**src/rtl/data_store_controller_pkg.sv**
```systemverilog
// Shared widths, core count and index/grant types for the data-store write path.
// Imported by the arbiter and the top-level controller.
package data_store_controller_pkg;
    localparam int ADDR_W_DEF = 16;
    localparam int DATA_W_DEF = 16;
    localparam int NCORES     = 4;

    typedef logic [1:0]        core_idx_t;
    typedef logic [NCORES-1:0] gnt_t;

    function automatic gnt_t idx_to_onehot(input core_idx_t idx);
        return gnt_t'(1) << idx;
    endfunction
endpackage

```
**src/rtl/data_store_controller_arb.sv**
```systemverilog
// Combinational 4-way round-robin arbiter: the search starts at ptr and wraps 3->0.
// The pointer register lives in the parent.
module rr_arbiter4
    import data_store_controller_pkg::*;
(
    input  gnt_t      req,
    input  core_idx_t ptr,
    output gnt_t      gnt_onehot,
    output core_idx_t gnt_idx,
    output logic      gnt_valid
);
    core_idx_t cand;

    always_comb begin
        gnt_onehot = '0;
        gnt_idx    = '0;
        gnt_valid  = 1'b0;
        cand       = ptr;
        // The 2-bit add wraps naturally, giving the 3->0 rollover.
        for (int off = 0; off < NCORES; off++) begin
            cand = ptr + core_idx_t'(off);
            if (!gnt_valid && req[cand]) begin
                gnt_valid  = 1'b1;
                gnt_idx    = cand;
                gnt_onehot = idx_to_onehot(cand);
            end
        end
    end
endmodule

```
**src/rtl/data_store_controller.sv**
```systemverilog
// Serializes one buffered store per core onto the single data-memory write port.
// Each core has a one-entry buffer; a round-robin arbiter chooses one buffer per cycle.
module data_store_controller
    import data_store_controller_pkg::*;
#(
    parameter int ADDR_W = ADDR_W_DEF,
    parameter int DATA_W = DATA_W_DEF
) (
    input  logic              clk,
    input  logic              rstn,
    input  logic [3:0]        MW,
    input  logic [ADDR_W-1:0] MADDR1,
    input  logic [ADDR_W-1:0] MADDR2,
    input  logic [ADDR_W-1:0] MADDR3,
    input  logic [ADDR_W-1:0] MADDR4,
    input  logic [DATA_W-1:0] MDIN1,
    input  logic [DATA_W-1:0] MDIN2,
    input  logic [DATA_W-1:0] MDIN3,
    input  logic [DATA_W-1:0] MDIN4,
    output logic [3:0]        BUSY,
    output logic [3:0]        WDONE,
    output logic              MEMWRITE,
    output logic [ADDR_W-1:0] WADDR,
    output logic [DATA_W-1:0] WDATA
);
    logic [NCORES-1:0][ADDR_W-1:0] maddr_in;
    logic [NCORES-1:0][DATA_W-1:0] mdin_in;

    gnt_t                          valid_q, valid_d;
    core_idx_t                     ptr_q, ptr_d;
    logic [NCORES-1:0][ADDR_W-1:0] addr_q, addr_d;
    logic [NCORES-1:0][DATA_W-1:0] data_q, data_d;
    logic                          memwrite_q, memwrite_d;
    gnt_t                          wdone_q, wdone_d;
    logic [ADDR_W-1:0]             waddr_q, waddr_d;
    logic [DATA_W-1:0]             wdata_q, wdata_d;

    gnt_t      gnt_onehot;
    core_idx_t gnt_idx;
    logic      gnt_valid;

    assign maddr_in = {MADDR4, MADDR3, MADDR2, MADDR1};
    assign mdin_in  = {MDIN4, MDIN3, MDIN2, MDIN1};

    rr_arbiter4 u_arb (
        .req        (valid_q),
        .ptr        (ptr_q),
        .gnt_onehot (gnt_onehot),
        .gnt_idx    (gnt_idx),
        .gnt_valid  (gnt_valid)
    );

    always_comb begin
        valid_d    = valid_q;
        ptr_d      = ptr_q;
        addr_d     = addr_q;
        data_d     = data_q;
        memwrite_d = 1'b0;
        wdone_d    = '0;
        waddr_d    = waddr_q;
        wdata_d    = wdata_q;

        if (gnt_valid) begin
            valid_d[gnt_idx] = 1'b0;
            ptr_d            = gnt_idx + core_idx_t'(1);
            memwrite_d       = 1'b1;
            wdone_d          = gnt_onehot;
            waddr_d          = addr_q[gnt_idx];
            wdata_d          = data_q[gnt_idx];
        end

        // Only empty slots capture, and only full slots are granted, so a slot is
        // never captured and issued on the same edge.
        for (int i = 0; i < NCORES; i++) begin
            if (MW[i] && !valid_q[i]) begin
                valid_d[i] = 1'b1;
                addr_d[i]  = maddr_in[i];
                data_d[i]  = mdin_in[i];
            end
        end
    end

    always_ff @(posedge clk or negedge rstn) begin
        if (!rstn) begin
            valid_q    <= '0;
            ptr_q      <= '0;
            addr_q     <= '0;
            data_q     <= '0;
            memwrite_q <= 1'b0;
            wdone_q    <= '0;
            waddr_q    <= '0;
            wdata_q    <= '0;
        end else begin
            valid_q    <= valid_d;
            ptr_q      <= ptr_d;
            addr_q     <= addr_d;
            data_q     <= data_d;
            memwrite_q <= memwrite_d;
            wdone_q    <= wdone_d;
            waddr_q    <= waddr_d;
            wdata_q    <= wdata_d;
        end
    end

    assign BUSY     = valid_q;
    assign WDONE    = wdone_q;
    assign MEMWRITE = memwrite_q;
    assign WADDR    = waddr_q;
    assign WDATA    = wdata_q;
endmodule

```
**config.mk**
```make
export PLATFORM = sky130hd
export DESIGN_NAME = data_store_controller
export DESIGN_NICKNAME = d
export VERILOG_FILES = /design/src/rtl/data_store_controller_pkg.sv /design/src/rtl/data_store_controller_arb.sv /design/src/rtl/data_store_controller.sv
export SDC_FILE = /design/constraint.sdc
export NUM_CORES = 1
export LEC_CHECK = 0
export CORE_ASPECT_RATIO = 1.2
export CORE_MARGIN = 5
export CORE_UTILIZATION = 55
export DETAILED_ROUTE_END_ITERATION = 7
export GPL_TIMING_DRIVEN = 0
export PLACE_DENSITY = 0.83
export SYNTH_ARGS = -nofsm -noshare
export SYNTH_HDL_FRONTEND = slang
export SYNTH_SLANG_ARGS = --single-unit
```
**constraint.sdc**
```tcl
create_clock -name clk -period 5.75 [get_ports clk]
set_clock_uncertainty 0.05 [all_clocks]
set_input_delay 1.4375 -clock clk [delete_from_list [all_inputs] [get_ports clk]]
set_output_delay 1.4375 -clock clk [all_outputs]
set_load 0.1 [all_outputs]
```
==> reports/results.tsv, run 1 <==
stage	metric	value	unit
global_route	gr-total-overflow	0	
worst_setup_path	path_class	flop to output port	
final_layout	drive_above_1_share	26.95	%
clock_tree	tritoncts	built	
sta	slew_violations	0	
routing	wl_per_cell	21.98	µm
logic_synthesis	syn_area	7851	µm²
logic_synthesis	synth.net_count	717	
sta	grt_setup_unrepaired	false	
worst_setup_path	timing.critical_path.buf_inv	1	
logic_synthesis	yosys.area.top_type_share	54.50	%
global_route	track_usage	25.62	%
clock_tree	hold_buffers	0	
logic_synthesis	synthXorXnorAreaFrac	0.1116	%
logic_synthesis	syn_inst	576	
worst_setup_path	crit_family	buffers and inverters	
logic_synthesis	synth_mux_area_share	23.97	%
sta	post-route-min-period	3.727	ns
placed_design	dpl-instance-area	9839	µm²
clock_tree	root_buffer	clkbuf_16	
clock_tree	clk_pin_slew	0.06	ns
clock_tree	worstSkewPairLatency	0.43	ns
die	rows	47	
worst_setup_path	path_cells	clkdlybuf4s50_1	
routing	routed_wl	20.97	mm
final_layout	nets	911	
logic_synthesis	yosys.area.top_type	dfrtp_1	
logic_synthesis	synthAdderAreaFrac	1.116	%
routing	vias	5564	
clock_tree	h-tree-depth	4	
worst_setup_path	start_kind	flop	
global_route	grt_pass1_wl	33.31	mm
logic_synthesis	ys_seq_elements	171	
clock_tree	numCtsBuffers	17	
logic_synthesis	synth_compound_gate_area_share	10.82	%
clock_tree	postCtsSetupRepairBufs	0	
global_route	grt_pass1_vias	6210	
routing	ant_nets	0	
status	status	finished clean	
worst_setup_path	crit_path_max_fanout	10	
sta	setup_viol	0	
placed_design	hpwl	15.18	mm
routing	via_per_inst	5.832	
worst_setup_path	endpoint_kind	output port	
clock_tree	cts_sinks	171	
routing	drtPass1Iterations	5	
global_route	antenna_found_initial	0	
sta	hold_viol	0	
sta	worstMarginPinSlew	1.026	ns
worst_setup_path	slowest_delay	1.22	ns
final_layout	area_growth	33.55	%
worst_setup_path	crit_slowest_cell	clkdlybuf4s50_1	
clock_tree	cts_resized	0	
die	core_area	13880	µm²
logic_synthesis	ys_seq_area_share	54.50	%
die	start_util	56.57	%
logic_synthesis	synth_simple_gate_area_share	5.960	%
logic_synthesis	synth_top_family_by_area	multiplexers	
clock_tree	clk_path_buf_depth	2	
die	dieArea	16770	µm²
worst_setup_path	worstPathRequired	4.26	ns
sta	max_freq	268.3	MHz
placed_design	io_buffers	174	
logic_synthesis	yosys-top-cells-area	dfrtp_1 (55%), mux2_2 (18%), a211oi_2 (4.6%)	
die	io_pins	175	
final_layout	fin_area	10490	µm²
logic_synthesis	yosysUniqueCellTypes	39	
die	die_h	140.9	µm
logic_synthesis	avgSynthCellArea	13.63	µm²
sta	fin_crit_sh	64.82	%
placed_design	gp_congestion	0.8496	
job	maxCapViolCount	0	
worst_hold_path	min_path_type	flop to flop	
routing	drc_errors	0	
sta	tns	0	ns
die	dieWidth	119.1	µm
final_layout	antenna_cells	0	
global_route	grt_max_degree	107	
worst_setup_path	cp.arrival	2.24	ns
routing	drt_iter0_markers	398	
logic_synthesis	ys_warn_count	0	
sta	slew-limit-headroom	31.37	%
final timing paths:
path	startpoint	end	slack, ns	depth (start not counted)
min in group asynchronous	rstn	data_q[34]	0.90	1
min reg2reg	addr_q[32]	addr_q[32]	0.45	1
max reg2reg	ptr_q[0]	WDATA[2]	2.19	10
max in group asynchronous	rstn	addr_q[17]	3.87	2
max	BUSY[3]	BUSY[3]	2.02	1
min	addr_q[32]	addr_q[32]	0.45	1
synth_stat cells, drive strengths merged:
library cell and number:
o221ai 1, nor2b 5, o21ai 8, dfrtp 171, o211a 1, and3 31, nand3 2, o22a 1
xnor2 1, clkbuf 27, or2 1, a211oi 33, a221oi 31, a22oi 4, nand2 3, a221o 4
and2 2, a21oi 2, inv 5, nor2 43, mux2i 35, o21a 2, buf 19, mux4 4
and4 1, a21o 1, mux2 128, ha 7, nor3b 1, nand2b 2
registers in the layout (all words and copies together) (netlist names):
signal	flops
addr_q	64
data_q	64
WDONE	4
BUSY	4
WADDR	16
WDATA	16
MEMWRITE	1
ptr_q	2
layout make-up:
cell class | instances | area (µm²)
Timing Repair Buffer | 175 | 1774
Clock inverter | 7 | 160.2
Inverter | 5 | 18.77
Multi-Input combinational cell | 354 | 3296
Clock buffer | 25 | 485.5
Tap cell | 171 | 214.0
Fill cell | 938 | 3393
Sequential cell | 171 | 4279
Buffer | 46 | 257.7
through the flow:
stage	util, %	setup slack, ns	cells	hold WS, ns
floorplan	-	2.949	576	0.4222
global placement	70.66	-3.334	921	0.4310
detailed placement	70.90	2.171	922	0.4385
CTS	75.55	2.040	954	0.4518
global route	75.55	2.002	954	0.4607
finish	75.55	2.023	954	0.4483
logic make-up after synthesis:
group,count (synthesis)
AND/OR/NAND/NOR,91
AO/OA/AOI/OAI,88
XOR/XNOR,1
multiplexers,167
adder cells (fa/ha/maj),7
buffers and inverters,51
flip-flops,171
placed cells by master, fill, tap and decap left out, types with 2 or more instances in the layout:
master / synthesis / layout
a211oi_1: 4 / 4
a211oi_2: 29 / 29
a21oi_1: 2 / 2
a221o_1: 4 / 4
a221oi_1: 31 / 31
a22oi_1: 4 / 4
and3_1: 31 / 31
buf_1: 3 / 3
buf_2: 5 / 5
buf_6: 10 / 10
bufinv_16: 0 / 5
clkbuf_1: 27 / 32
clkbuf_16: 0 / 17
clkbuf_8: 0 / 3
clkdlybuf4s50_1: 0 / 173
clkinv_2: 0 / 2
dfrtp_1: 171 / 171
ha_1: 7 / 7
inv_1: 5 / 5
mux2_2: 128 / 128
mux2i_1: 35 / 35
mux4_2: 4 / 4
nand2_1: 3 / 3
nand2b_1: 2 / 2
nand3_1: 2 / 2
nor2_1: 42 / 42
nor2b_1: 4 / 4
o21a_1: 2 / 2
o21ai_0: 6 / 6
per-layer routing:
metal	vias up	global-route usage, %	routed length (µm)
met5	-	0	0
met4	0	10.56	652
met3	50	7.452	1444
met2	228	44.54	10910
met1	2772	29.66	7963
li1	2514	-	-
Power of run 1 is not shown: default switching activity piles up to over one toggle a cycle in this logic, so the estimate is an artifact.
==> inputs of run 2 (changes only) <==
--- a/config.mk
+++ b/config.mk
@@ -7,10 +7,10 @@
 export LEC_CHECK = 0
 export CORE_ASPECT_RATIO = 1.2
 export CORE_MARGIN = 5
-export CORE_UTILIZATION = 55
+export CORE_UTILIZATION = 46
 export DETAILED_ROUTE_END_ITERATION = 7
 export GPL_TIMING_DRIVEN = 0
-export PLACE_DENSITY = 0.83
+export PLACE_DENSITY = 0.74
 export SYNTH_ARGS = -nofsm -noshare
 export SYNTH_HDL_FRONTEND = slang
 export SYNTH_SLANG_ARGS = --single-unit
==> constraint.sdc (replaced) <==
create_clock -name clk -period 3.2 [get_ports clk]
set_clock_uncertainty 0.05 [all_clocks]
set_input_delay 0.8 -clock clk [delete_from_list [all_inputs] [get_ports clk]]
set_output_delay 0.8 -clock clk [all_outputs]
set_load 0.1 [all_outputs]
==> run 2 against run 1 <==
Compared with the run above:
- wire length fell by 0.64%
- critical endpoint is now WADDR[1]
- design area increased by 0.70%
- hold slack worse by 0.13 ns
- global-route usage decreased by 4.0 points
- critical path type is now flop to flop
- non-clock buffer count is 2 higher
- first-iteration DRC count is 36% lower
==> reports/results.tsv, run 2 (synthesis results as in run 1) <==
stage	metric	value	unit
clock_tree	numCtsBuffers	17	
global_route	grt_pass1_vias	6219	
final_layout	regArea	4282	µm²
die	rows	52	
worst_setup_path	path_cells	buf_4, inv_1, ha_2, mux4_2, nor2_4, o221ai_1, and4_1, buf_2, buf_2, a221oi_1, a211oi_2	
sta	fin_crit_sh	94.83	%
worst_setup_path	start_kind	flop	
die	core_area	16850	µm²
routing	drtPass1Iterations	5	
worst_hold_path	min_path_type	input port to async pin	
worst_setup_path	crit_slowest_cell	dfrtp_2	
routing	wl_per_cell	20.84	µm
final_layout	fill_cells	1335	
die	dieWidth	129.3	µm
global_route	antenna_found_initial	0	
placed_design	gp_congestion	0.8698	
routing	vias	5624	
global_route	grt_pass1_wl	32.82	mm
sta	max_freq	329.5	MHz
final_layout	multi_input_area	3348	µm²
routing	drc_errors	0	
sta	worst_hold_slack	0.3205	ns
global_route	grtUsageMet2	36.14	%
routing	drt_iter0_markers	253	
clock_tree	tritoncts	built	
worst_setup_path	crit_path_max_fanout	10	
worst_setup_path	r2r_end	WADDR[1]	
clock_tree	worstSkewPairLatency	0.42	ns
sta	setup_viol	0	
clock_tree	clk_path_buf_depth	2	
global_route	track_usage	21.61	%
final_layout	drive_above_1_share	28.95	%
sta	hold_viol	0	
worst_setup_path	cp.arrival	3.27	ns
worst_setup_path	path_class	flop to flop	
final_layout	fin_cells	1000	
worst_setup_path	reg2reg_depth	11	
final_layout	final_common_cell	clkdlybuf4s50_1	
global_route	gr-total-overflow	0	
placed_design	hpwl	15.71	mm
clock_tree	root_buffer	clkbuf_16	
job	maxCapViolCount	0	
worst_setup_path	crit_path_frequent_cell	buf_2	
routing	ant_nets	0	
clock_tree	hold_buffers	0	
die	io_pins	175	
sta	worstMarginPinSlew	1.034	ns
sta	grt_setup_unrepaired	false	
sta	slew-limit-headroom	30.87	%
sta	slew_violations	0	
worst_setup_path	endpoint_kind	flop	
worst_setup_path	r2r_start	ptr_q[0]	
global_route	grt_busiest_layer	met2	
routing	via_per_inst	5.624	
worst_setup_path	rrSetupSlack	0.17	ns
die	start_util	46.59	%
status	status	finished clean	
placed_design	placedCellCount	967	
final_layout	nets	913	
worst_setup_path	crit_family	buffers and inverters	
final_layout	antenna_cells	0	
worst_setup_path	worstPathRequired	3.44	ns
die	die_h	153.1	µm
final_layout	area_growth	34.49	%
routing	routed_wl	20.84	mm
worst_setup_path	timing.critical_path.buf_inv	4	
global_route	grt_util_met3	6.038	%
clock_tree	h-tree-depth	4	
sta	post-route-min-period	3.035	ns
die	dieArea	19790	µm²
global_route	grt_max_degree	91	
worst_setup_path	slowest_delay	0.40	ns
clock_tree	clk_pin_slew	0.06	ns
clock_tree	cts_sinks	171	
final_layout	mostFrequentLayoutCells	clkdlybuf4s50_1 (173), dfrtp_1 (169), mux2_2 (128)	
final_layout	largestRegisters	addr_q (64), data_q (64)	
global_route	use_met1	25.86	%
placed_design	io_buffers	174	
## run 2: metal layers
metal  share of wire [%]  routed length (µm)  up-vias
met5                   0                   0        -
met2                  51               10660      190
met1                  39                8101     2849
met3                 6.1                1279       61
li1                    -                   -     2524
met4                 3.8                 792        0
## run 2: repair_timing
item,4_1_cts,5_1_grt
resized for setup,4,10
cloned,0,0
endpoints found under the hold margin,0,0
buffers inserted,1,1
endpoints found under the setup margin,28,30
## run 2: how the worst max path moves through the flow
stage          cells past startpoint         end      from
2_1_floorplan                     11   WADDR[10]  ptr_q[0]
3_3_place_gp                       1  addr_q[17]      rstn
3_5_place_dp                      10    WDATA[3]  ptr_q[0]
4_1_cts                           11    WADDR[9]  ptr_q[0]
5_1_grt                           10    WADDR[0]  ptr_q[1]
6_report                          11    WADDR[1]  ptr_q[0]
## run 2: through the flow
| step | setup TNS (ns) | setup slack, ns | util (%) | instance area [µm²] |
|---|---|---|---|---|
| floorplan | 0 | 0.3992 | - | 7851 |
| global placement | -921.96 | -5.405 | 58.53 | 9863 |
| detailed placement | -3.597 | -0.2258 | 58.72 | 9896 |
| CTS | 0 | 0.0005107 | 62.33 | 10500 |
| global route | 0 | 0.05285 | 62.66 | 10560 |
| finish | 0 | 0.1655 | 62.66 | 10560 |
## run 2: layout make-up
class | count | share of cell area [%]
flip-flops and latches | 171 | 40.55
multi-input cells | 354 | 31.71
repair buffers | 177 | 16.95
clock buffers | 25 | 4.787
well taps | 216 | 2.560
plain buffers | 46 | 2.465
clock inverters | 6 | 0.8058
inverters | 5 | 0.1777
Power of run 2 is left out for the same reason.
